==> config.mk <==
export PLATFORM = sky130hd
export DESIGN_NAME = cpu_step_ctrl
export DESIGN_NICKNAME = d
export VERILOG_FILES = /design/src/rtl/cpu_step_ctrl.sv
export SDC_FILE = /design/constraint.sdc
export NUM_CORES = 1
export LEC_CHECK = 0
export BUFFER_PORTS_ARGS = -buffer_cell sky130_fd_sc_hd__buf_2
export CAP_MARGIN = 40
export CORE_ASPECT_RATIO = 1.4
export CORE_MARGIN = 1
export CORE_UTILIZATION = 45
export CTS_CLUSTER_DIAMETER = 80
export DETAILED_ROUTE_END_ITERATION = 8
export PLACE_DENSITY = 0.68
export SLEW_MARGIN = 20
export SYNTH_ARGS = -nofsm -noshare
export SYNTH_HDL_FRONTEND = slang
export SYNTH_SLANG_ARGS = --single-unit
==> constraint.sdc <==
create_clock -name clk -period 4.44 [get_ports clk]
set_input_delay 1.11 -clock clk [delete_from_list [all_inputs] [get_ports clk]]
set_output_delay 1.11 -clock clk [all_outputs]
set_load 0.01 [all_outputs]
==> src/rtl/cpu_step_ctrl.sv <==
// cpu_step_ctrl: debounced single-step / run / breakpoint clock-enable sequencer for the CPU
module cpu_step_ctrl #(
  parameter int DEBOUNCE_CYCLES = 1_000_000,
  parameter int RUN_DIV = 10_000_000
) (
  input  logic        clk,
  input  logic        Reset,
  input  logic        next_button,
  input  logic        run_sw,
  input  logic        bp_en_sw,
  input  logic [7:0]  bp_addr,
  input  logic [31:0] pc,
  output logic        cpu_step,
  output logic [1:0]  state,
  output logic [15:0] step_count,
  output logic        btn_db
);
  localparam int DW = $clog2(DEBOUNCE_CYCLES + 1);
  localparam int VW = $clog2(RUN_DIV);
  typedef enum logic [1:0] {HALT = 2'b00, RUN = 2'b01, BRK = 2'b10} st_t;
  st_t st, st_n;
  logic sync1, btn_s, btn_db_d, press, step_n, run_step, run_step_n, chk, bp_hit, div_tc;
  logic [DW-1:0] deb_cnt;
  logic [VW-1:0] div, div_n;
  logic pc_unused;
  assign pc_unused = &{1'b0, pc[31:8]};
  assign press = btn_db & ~btn_db_d;
  assign bp_hit = chk & bp_en_sw & (pc[7:0] == bp_addr);
  assign div_tc = div == VW'(RUN_DIV - 1);
  assign state = st;
  // two-flop synchronizer, then accept a level change only after it has held long enough
  always_ff @(posedge clk) begin
    if (Reset) begin
      sync1 <= 1'b0;
      btn_s <= 1'b0;
      btn_db <= 1'b0;
      btn_db_d <= 1'b0;
      deb_cnt <= '0;
    end else begin
      sync1 <= next_button;
      btn_s <= sync1;
      btn_db_d <= btn_db;
      if (btn_s == btn_db) deb_cnt <= '0;
      else if (deb_cnt == DW'(DEBOUNCE_CYCLES - 1)) begin
        btn_db <= ~btn_db;
        deb_cnt <= '0;
      end else deb_cnt <= deb_cnt + 1'b1;
    end
  end
  // mode next-state; divider clears whenever it is not explicitly advanced
  always_comb begin
    st_n = st;
    step_n = 1'b0;
    run_step_n = 1'b0;
    div_n = '0;
    case (st)
      HALT: if (press) begin
        st_n = run_sw ? RUN : HALT;
        step_n = ~run_sw;
      end
      RUN: if (press || !run_sw) st_n = HALT;
      else if (bp_hit) st_n = BRK;
      else if (div_tc) begin
        step_n = 1'b1;
        run_step_n = 1'b1;
      end else div_n = div + 1'b1;
      BRK: if (press) begin
        step_n = 1'b1;
        st_n = run_sw ? RUN : HALT;
      end else if (!run_sw) st_n = HALT;
      default: st_n = HALT;
    endcase
  end
  // state, divider, step pulse and the one-cycle-late breakpoint check window
  always_ff @(posedge clk) begin
    if (Reset) begin
      st <= HALT;
      div <= '0;
      cpu_step <= 1'b0;
      run_step <= 1'b0;
      chk <= 1'b0;
      step_count <= '0;
    end else begin
      st <= st_n;
      div <= div_n;
      cpu_step <= step_n;
      run_step <= run_step_n;
      chk <= run_step;
      step_count <= step_count + {15'd0, step_n};
    end
  end
endmodule
After elaboration in Yosys (flattened, before gate mapping):

Cells that the tools add are included.

* bits in registers: 69
* input bits: 45

* add/sub/neg operators: 3
* equality and inequality tests: 9
* mux-type cells: 13
* bitwise gates (word level): 8
* reductions and logical operators: 8

Operator list (count)
* $add 24x1->24 const B: 1
* $eq 24x24->1 const B: 1
* $add 20x1->20 const B: 1
* $eq 20x20->1 const B: 1
* $add 16x1->16: 1
* $mux 2: 5
* $eq 8x8->1: 1
* $mux 1: 6
* $ne 3x3->1 const B: 2
* $pmux 2 s3: 1
* $not 1->1: 5
* $reduce_or 5->1: 1
* $and 1x1->1: 3
* $pmux 1 s3: 1
* $reduce_and 3->1: 1
* $reduce_or 3->1: 1
* $eq 2x1->1 const B: 1
* $eq 2x2->1 const B: 1
* $logic_not 2->1: 1
* $ne 2x2->1 const B: 1
* $reduce_and 2->1: 1
* $reduce_or 2->1: 1
* $eq 1x1->1: 1
* $logic_not 1->1: 1
* $logic_or 1x1->1: 1

Longest topological paths before layout:

* word-level depth: 6
* depth in mapped cells: 12
* depth with buffers taken out: 12

Least setup slack after synthesis:

OpenSTA, ideal clock, no wires.

* path kind: input to register
* start point: input port pc[2]
* end point: register step_count[14]
* data arrival time: 2.678 ns
* data required time: 4.312 ns
* setup slack: 1.634 ns
* stages: 11
* path buffers: 0
* cells stage by stage: nor2b_1 a2111oi_0 nand4_1 nand3_1 o21ai_0 ha_1 nand2_1 nor2_1 nand4_1 xor2_1 nor2_1

* cells in the longest elaborated chain, start to end: 6

Ends and longest elaborated chain
* start, declared: RTL line 12 `input logic [31:0] pc,`
* $eq 8x8->1: RTL line 28 `assign bp_hit = chk & bp_en_sw & (pc[7:0] == bp_addr);`
* $and 1x1->1: RTL line 28
* $mux 1: RTL line 62 `else if (bp_hit) st_n = BRK;`
* $mux 1: RTL line 61 `RUN: if (press || !run_sw) st_n = HALT;`
* $pmux 1 s3: RTL line 56 `case (st)`
* via step_n: RTL line 22 `logic sync1, btn_s, btn_db_d, press, step_n, run_step, run_step_n, chk, bp_hit, div_tc;`
* $add 16x1->16: RTL line 89 `step_count <= step_count + {15'd0, step_n};`
* end signal, assigned: RTL line 89
* end, declared: RTL line 15 `output logic [15:0] step_count,`

The timed path passes the listed nets, and every way through them passes these cells.
A chain may end at the register's enable or synchronous reset.

Final worst setup path:

* start point: input port bp_addr[7]
* end point: register step_count[7]

* cells in the longest elaborated chain, start to end: 6

Ends and longest elaborated chain
* start, declared: RTL line 11 `input logic [7:0] bp_addr,`
* $eq 8x8->1: RTL line 28
* $and 1x1->1: RTL line 28
* $mux 1: RTL line 62
* $mux 1: RTL line 61
* $pmux 1 s3: RTL line 56
* via step_n: RTL line 22
* $add 16x1->16: RTL line 89

The timed path passes the listed nets, and every way through them passes these cells.

==> out/qor.txt <==
Mapped Nets - 396
Most used DFF post-synth - dfxtp_1
max_cap viols - 0
Tcrit/Tclk final - 64.50%
die width - 71.40 um
wire per inst - 12.11 um
post-CTS setup buffers - 0
Syn Area/Cell - 8.744 sq um
RSZ-0062 raised after global routing - false
measured slew at the worst slew-check pin - 738.4 ps
Clock power frac - 42.4%
EDFF count, synth - 0
total gr overflow - 0
Slew Viols, Final - 0
DRT iter0 DRCs - 103
area leader, netlist - dfxtp_1
final setup TNS - 0 ps
worst min-delay path category - reg -> reg
CTS tree - built
Worst-path clk slew - 70 ps
drt first pass iters - 6
Pleak - 1.296 nW
Finished Layout Cells - 468
number of global-route vias before repair - 2428
CTS max path bufs - 2
Register Area - 1381 sq um
clk sink count - 69
# rows - 35
fillcell total - 622
Remaining DRCs - 2
Mapped Cells - 347
gpl congestion - 0.7684
post-CTS sizing - 0
antenna violation net count after detailed routing - 0
skew final - 7.828 ps
max frequency - 0.3492 GHz
Sequential Power Share - 55.5%
Seq cells post-synth - 69
die height - 99.16 um
maximum vdd drop - 0.1504 mV
Tmin final - 2864 ps
Worst Setup End Kind - flop
CTS H-tree lvls - 3
switching power - 0.0002304 W
Initial Util - 46.19%
synth top area cells - dfxtp_1 (46%), xor2_1 (13%), nor2_1 (9.0%), xnor2_1 (4.6%), nand3_1 (4.1%)
CP Class - in -> reg
Startpoint Class - primary input
Int Power - 0.0008880 W
Vias - 2413
I/O pin count - 65
wirelength, routed - 5667 um
Port-buffer cells - 40
Ant. Diodes - 0
Vias/cell - 5.156
area grow syn2layout - 14.19%
endpoints failing setup - 0
Core Area - 6569 sq um
hold buffer count at CTS - 0
Final #Nets - 440
largest net degree at the start of global routing - 26
placed cells - 454
Netlist Area Pre-Place - 3034 sq um
TritonCTS Buffers - 9
worst skew pair latency - 340 ps
Max-slew headroom - 50.40%
Synth warnings - 0
area share of the leading cell type in the synthesized netlist - 45.53%
Worst Path Max Fanout - 6
violated checks - design-rule violations
Comb power frac - 2.1%
Global Route Usage Sum - 17.94%
Seq/Total Area, Yosys - 45.53%
final hold violations - 0
Post-synth ARST share - 0%
dpl hpwl - 4048 um
Worst EP required - 4660 ps
DIE AREA - 7080 sq um
initial antenna violation count - 0
share of layout cells above drive strength 1 - 15.74%
area of the multi-input gates - 1562 sq um
status - finished with violations
first-pass GRT wire length - 10040 um
Root Driver - clkbuf_8
CP arrival - 3080 ps
pwr/cell area - 322.8 nW/um^2
switching share of power - 20.60%
count of unique library cells instantiated by Yosys - 36
==> power groups by stage <==
stage                     Clock (W)  Sequential [W]  Combinational [W]
after CTS                  0.000484        0.000620          0.0000241
after floorplan                   0        0.000634          0.0000116
after detailed placement          0        0.000634          0.0000239
after global routing       0.000506        0.000620          0.0000269
after global placement            0        0.000634          0.0000230
final                      0.000474        0.000620          0.0000238
==> layout by cell type (no fill, tap or decap), types with 3 or more instances in the layout <==
| cell | n |
|---|---|
| nand4_1 | 16 |
| nand3_1 | 25 |
| nor2b_1 | 8 |
| or2_2 | 3 |
| nor3_1 | 6 |
| nand2b_1 | 4 |
| and3_1 | 9 |
| xor2_1 | 44 |
| clkbuf_8 | 13 |
| o21ai_0 | 3 |
| inv_1 | 12 |
| xnor2_1 | 16 |
| nand2_1 | 22 |
| nor2_1 | 73 |
| ha_1 | 4 |
| buf_2 | 40 |
| nand3b_1 | 3 |
| nor4_1 | 4 |
| dfxtp_1 | 69 |
==> synthesized netlist by cell type (all sizes together) (3+ instances only) <==
library cell	count
nor2	73
dfxtp	69
xor2	44
nand3	26
nand2	22
nand4	16
xnor2	16
inv	12
and3	10
nor2b	8
nor3	6
buf	4
ha	4
nand2b	4
nor4	4
clkbuf	3
nand3b	3
o21ai	3
or2	3
==> cells by family after synthesis <==
kind of cell	after synthesis	share of synthesized area, %
flops	69	45.53
xor+xnor	60	17.32
mux	1	0.3711
simple gates	186	30.35
compound gates	8	1.773
buf+inv	19	3.010
fa+ha+maj	4	1.650
==> critical path: stages <==
cell     delay (ps)
buf_2           110
xor2_1          150
nor3_1           60
nand4_1         190
nand3_1         100
o21ai_0         280
ha_1            280
nand2_1          70
nor2_1          330
nand4_1         180
xor2_1          170
nor2_1           60
==> area by class of cell <==
class | instances | share of cell area (%)
repair buffers | 40 | 5.778
well taps | 74 | 2.672
inverters | 12 | 1.300
clock buffers | 13 | 5.164
flip-flops and latches | 69 | 39.87
multi-input cells | 259 | 45.07
clock inverters | 1 | 0.1445
==> registers in the layout, summed over array words and instances, names as in the netlist <==
signal and count:
step_count 16, cpu_step 1, deb_cnt 20, chk 1, btn_s 1, div 24
run_step 1, btn_db 1, btn_db_d 1, state 2, sync1 1
==> worst paths after layout <==
kind | endpoint | cells after the start | slack [ps] | start
max | step_count[7] | 12 | 1580 | bp_addr[7]
min | btn_s | 1 | 460 | sync1
max reg2reg | step_count[7] | 12 | 1620 | div[0]
min reg2reg | btn_s | 1 | 460 | sync1
==> stage by stage <==
| step | util [%] | hold WS, ps | power [W] | worst slack (ps) | instance area (sq um) |
|---|---|---|---|---|---|
| 6_report | 52.74 | 457.5 | 0.001118 | 1576 | 3465 |
| 5_1_grt | 52.74 | 471.1 | 0.001153 | 1286 | 3465 |
| 4_1_cts | 52.74 | 459.4 | 0.001128 | 1537 | 3465 |
| 3_5_place_dp | 49.94 | 440.7 | 0.0006583 | 1177 | 3281 |
| 3_3_place_gp | 49.94 | 434.9 | 0.0006574 | 1195 | 3281 |
| 2_1_floorplan | - | 413.8 | 0.0006459 | 1634 | 3034 |
==> layer usage <==
metal	share of wire (%)	wire length, um	global-route usage [%]	vias to the layer above
met5	0	0	0	-
met4	2.1	118	9.385	0
met3	2.9	162	4.863	10
met2	50	2841	31.50	30
met1	45	2545	19.46	1131
li1	-	-	-	1242
(Power assumes the default switching activity.)
